`src/rtl/shift_pkg.sv`:
```
// Shared types and defaults for the right-shift frame receiver.
package shift_pkg;

  // Receiver state: waiting for a SYNC-marked bit, or assembling a frame.
  typedef enum logic [0:0] {
    S_IDLE = 1'b0,
    S_RECV = 1'b1
  } rx_state_e;

  localparam int unsigned DEFAULT_WIDTH = 4;

endpackage

```
`src/rtl/rx_hold_buffer.sv`:
```
// One-entry valid/ready holding register for completed words.
// A word that arrives while the entry is full and not being drained is
// dropped and flagged in the sticky overrun bit.
module rx_hold_buffer #(
  parameter int unsigned WIDTH = 4
) (
  input  logic             clk,
  input  logic             clear,
  input  logic             load,
  input  logic [WIDTH-1:0] word,
  input  logic             rdy,
  output logic [WIDTH-1:0] dout,
  output logic             dvld,
  output logic             ovr
);

  logic [WIDTH-1:0] dout_q;
  logic             dvld_q;
  logic             ovr_q;

  // Load, drain or drop; a drain on the load edge frees the slot for the new word.
  always_ff @(posedge clk) begin
    if (clear) begin
      dout_q <= '0;
      dvld_q <= 1'b0;
      ovr_q  <= 1'b0;
    end else if (load) begin
      if (!dvld_q || rdy) begin
        dout_q <= word;
        dvld_q <= 1'b1;
      end else begin
        ovr_q <= 1'b1;
      end
    end else if (dvld_q && rdy) begin
      dvld_q <= 1'b0;
    end
  end

  assign dout = dout_q;
  assign dvld = dvld_q;
  assign ovr  = ovr_q;

endmodule

```
`src/rtl/shift_deserializer_right.sv`:
```
// Serial-in/parallel-out frame receiver. Bits arrive LSB-first and enter at
// the MSB of the shift register, so after WIDTH bits the first bit sits at
// bit 0. Completed words go to a one-entry valid/ready holding buffer.
module shift_deserializer_right
  import shift_pkg::*;
#(
  parameter int unsigned WIDTH = DEFAULT_WIDTH,
  parameter int unsigned CW    = $clog2(WIDTH + 1)
) (
  input  logic             CLK,
  input  logic             Clear,
  input  logic             SIN,
  input  logic             SVLD,
  input  logic             SYNC,
  input  logic             DRDY,
  output logic [WIDTH-1:0] DOUT,
  output logic             DVLD,
  output logic             BUSY,
  output logic             OVR,
  output logic             FERR
);

  localparam logic [CW-1:0] LAST_CNT = CW'(WIDTH - 1);

  rx_state_e        state_q, state_d;
  logic [WIDTH-1:0] sr_q, sr_d;
  logic [CW-1:0]    cnt_q, cnt_d;
  logic             ferr_q, ferr_d;
  logic             word_done;
  logic [WIDTH-1:0] shifted;

  assign shifted = {SIN, sr_q[WIDTH-1:1]};

  // Next-state, shift and count logic; defaults hold everything.
  always_comb begin
    state_d   = state_q;
    sr_d      = sr_q;
    cnt_d     = cnt_q;
    ferr_d    = ferr_q;
    word_done = 1'b0;
    unique case (state_q)
      S_IDLE: begin
        if (SVLD && SYNC) begin
          sr_d    = shifted;
          cnt_d   = CW'(1);
          state_d = S_RECV;
        end
      end
      S_RECV: begin
        if (SVLD) begin
          sr_d = shifted;
          if (SYNC) begin
            // Restart: this bit is bit 0 of a new frame.
            ferr_d = 1'b1;
            cnt_d  = CW'(1);
          end else if (cnt_q == LAST_CNT) begin
            word_done = 1'b1;
            cnt_d     = '0;
            state_d   = S_IDLE;
          end else begin
            cnt_d = cnt_q + CW'(1);
          end
        end
      end
      default: begin
        state_d = S_IDLE;
        cnt_d   = '0;
      end
    endcase
  end

  // State register with synchronous clear.
  always_ff @(posedge CLK) begin
    if (Clear) begin
      state_q <= S_IDLE;
      sr_q    <= '0;
      cnt_q   <= '0;
      ferr_q  <= 1'b0;
    end else begin
      state_q <= state_d;
      sr_q    <= sr_d;
      cnt_q   <= cnt_d;
      ferr_q  <= ferr_d;
    end
  end

  rx_hold_buffer #(
    .WIDTH(WIDTH)
  ) u_hold (
    .clk  (CLK),
    .clear(Clear),
    .load (word_done),
    .word (shifted),
    .rdy  (DRDY),
    .dout (DOUT),
    .dvld (DVLD),
    .ovr  (OVR)
  );

  assign BUSY = (state_q == S_RECV);
  assign FERR = ferr_q;

endmodule

```
`config.mk`:
```
export PLATFORM = sky130hd
export DESIGN_NAME = shift_deserializer_right
export DESIGN_NICKNAME = d
export VERILOG_FILES = /design/src/rtl/shift_pkg.sv /design/src/rtl/rx_hold_buffer.sv /design/src/rtl/shift_deserializer_right.sv
export SDC_FILE = /design/constraint.sdc
export NUM_CORES = 1
export LEC_CHECK = 0
export BUFFER_PORTS_ARGS = -buffer_cell sky130_fd_sc_hd__buf_4
export CAP_MARGIN = 25
export CORE_AREA = 2 2 39 41
export DETAILED_ROUTE_END_ITERATION = 8
export DIE_AREA = 0 0 41 43
export HOLD_SLACK_MARGIN = 0.02
export PLACE_DENSITY_LB_ADDON = 0.05
export SETUP_SLACK_MARGIN = 0.15
export SYNTH_ARGS = -nofsm -noshare
export SYNTH_HDL_FRONTEND = slang
export SYNTH_SLANG_ARGS = --single-unit
```
`constraint.sdc`:
```
create_clock -name CLK -period 1.6 [get_ports CLK]
set_input_delay 0.16 -clock CLK [delete_from_list [all_inputs] [get_ports CLK]]
set_output_delay 0.16 -clock CLK [all_outputs]
set_load 0.1 [all_outputs]
```
==> summary.md <==
| Metric | Value |
|---|---|
| Status | `finished, final reports clean` |
| Psw | `0.000155 W` |
| Sequential Power Share | `53.5%` |
| Placeable Area | `1380 sq um` |
| Setup ws final | `0.329 ns` |
| Initial antenna violation count | `0` |
| RSZ-0062 raised after global routing | `no` |
| Yosys Warn Count | `0` |
| Crit end category | `register` |
| Max_cap viols | `0` |
| Die Ht | `43 um` |
| Root Buffer Master | `clkbuf_4` |
| Grt total ovfl | `0` |
| CTS Hold Bufs | `0` |
| Worst Clk Skew | `0.00486 ns` |
| Cells after DPL | `83` |
| Final worst-path cycle share | `79.5%` |
| Total track usage | `13.7%` |
| Startpoint types | `register` |
| Die ar. | `1760 sq um` |
| CP arrival | `1.48 ns` |
| # port buffers | `13` |
| Fraction of layout cells with a size suffix above 1 | `31.0%` |
| Largest net degree at the start of global routing | `19` |
| Syn Area/Cell | `10.2 sq um` |
| Clock period minus worst slack | `1.27 ns` |
| Seq/Total Area, Yosys | `49.1%` |
| Yosys top cell by area | `dfxtp_1` |
| Cell Pwr Density | `945 nW/um^2` |
| Setup Viol. Count Final | `0` |
| Synth top area share | `49.1%` |
| VDD IR max | `0.000409 V` |
| Reg clk slew, reported paths | `0.08 ns` |
| Synth top area cells | `dfxtp_1 (49%), mux2i_1 (12%), nand2b_1 (9.9%)` |
| R2r worst-path depth | `4` |
| DRC | `0` |
| Max FO, Critical Path | `4` |
| WP data required | `1.80 ns` |
| Leakage | `0.310 nW` |
| Diodes inserted | `0` |
| Worst-margin pin slew | `0.279 ns` |
| Net Sw Frac | `22.9%` |
| Post-DP HPWL | `712 um` |
| Vias per cell | `5.10` |
| Clock Sinks | `14` |
| Slew HR | `81.6%` |
| CTS Buf Count | `3` |
| Iteration count of the initial detailed-routing pass | `4` |
| CTS tree | `yes` |
| First-pass GRT wire length | `1.60 mm` |
| Non-filler instance count after layout | `87` |
| Overall die width | `41 um` |
| Min-Delay Path Class | `input port to register` |
| Post_cts resized | `0` |
| Max Freq | `787 MHz` |
| Starting Density | `41.2%` |
| Internal power | `0.000520 W` |
| Area of the mapped netlist | `571 sq um` |
| Vias in the first global route | `410` |
| Clock Latency Late Sink | `0.27 ns` |
| Placement Setup Slack | `0.212 ns` |
| Commonest non-fill, non-tap cell in the layout | `buf_4` |
| Vias | `444` |
| Flops & latches, synth | `14` |
| I/O Pins | `14` |
| Synth unique cells | `15` |
| Clock Tree Buf Depth | `2` |
| # H-tree levels | `1` |
| Final ANT Viol Nets | `0` |
| Syn-to-layout area delta | `25.2%` |
| Drt wl/cell | `11.7 um` |
| Proportion of power drawn by combinational gates | `9.9%` |
| Site Rows | `14` |
| Routed WL | `1.02 mm` |
| Detailed Route Iter0 Violations | `5` |
| Hold Path Stages | `2` |
| Net count after synthesis | `63` |
| GPL Wtd Cong | `0.659` |
| Commonest non-fill, non-tap cells in the layout | `buf_4 (14), dfxtp_1 (12), nand2b_1 (9), mux2i_1 (7), nor2_1 (7)` |
| Post-CTS Setup Repair Bufs | `0` |
| Final count of pins violating max slew | `0` |
| Crit path kind | `register to register` |
| Clock network fraction of design power | `36.6%` |
| Post-synthesis cell count | `56` |
| Fin Setup TNS | `0 ns` |
| Final-report hold violation count | `0` |
| Final nets | `79` |
==> kinds of logic (layout without fill, tap and decap cells) <==
logic type	Yosys count	count (layout)	share of synthesized area (%)
and+or+nand+nor	21	21	20.8
DFF	14	14	49.1
AOI/OAI and AO/OA	10	10	11.0
muxes	7	7	12.3
buffers and inverters	3	18	4.60
adders and majority gates	1	1	2.19
==> per-layer routing <==
layer	GRT usage (%)	share of wire, %	vias to the layer above
li1	-	-	223
met1	15.9	47	211
met2	20.6	48	10
met3	6.28	5.1	0
met4	6.00	0	0
met5	0	0	-
==> layout make-up <==
cell class	count	area (sq um)
clock buffer	4	36.3
multi-input combinational	39	268
timing repair buffer	14	105
fill	135	669
sequential	14	285
tap	16	20.0
==> power groups by stage <==
stage | sequential [W] | clock (W) | combinational [W]
after global routing | 0.000362 | 0.000283 | 0.0000717
after CTS | 0.000361 | 0.000261 | 0.0000675
after global placement | 0.000369 | 0 | 0.0000675
after detailed placement | 0.000369 | 0 | 0.0000675
after floorplan | 0.000387 | 0 | 0.0000259
final | 0.000361 | 0.000247 | 0.0000671
==> state kept, by name, summed over array words and instances (netlist names) <==
signal	cells
cnt_q	3
sr_q	3
FERR	1
BUSY	1
u_hold.ovr	1
u_hold.dvld	1
u_hold.dout	4
==> synthesized netlist by cell type, drive strengths merged <==
master / instances
dfxtp: 14
nand2b: 9
mux2i: 7
nor2: 7
a21oi: 3
nor2b: 3
a211oi: 2
a31oi: 2
and3b: 2
buf: 2
a21o: 1
a22oi: 1
clkbuf: 1
ha: 1
o21ai: 1
==> final timing paths <==
kind | to | slack (ns) | startpoint
max | u_hold.dout[3] | 0.33 | cnt_q[0]
min | cnt_q[2] | 0.08 | SVLD
max reg2reg | u_hold.dout[3] | 0.33 | cnt_q[0]
min reg2reg | cnt_q[2] | 0.47 | cnt_q[2]
==> metrics by stage <==
step	util [%]	hold slack [ns]	power [W]	cell area [sq um]
after floorplan	-	0.248	0.000413	576
final	51.6	0.0842	0.000675	714
after CTS	51.4	0.0742	0.000690	711
after global placement	48.7	0.374	0.000437	674
after detailed placement	48.7	0.375	0.000437	674
after global routing	51.6	0.0694	0.000717	714
==> worst max-delay path: stages, from the launching register on <==
cell,delay (ns)
dfxtp_1,0.36
ha_1,0.17
nor2b_2,0.21
and3b_2,0.29
mux2i_1,0.19
Note: power is estimated with default switching activity, not from simulation.
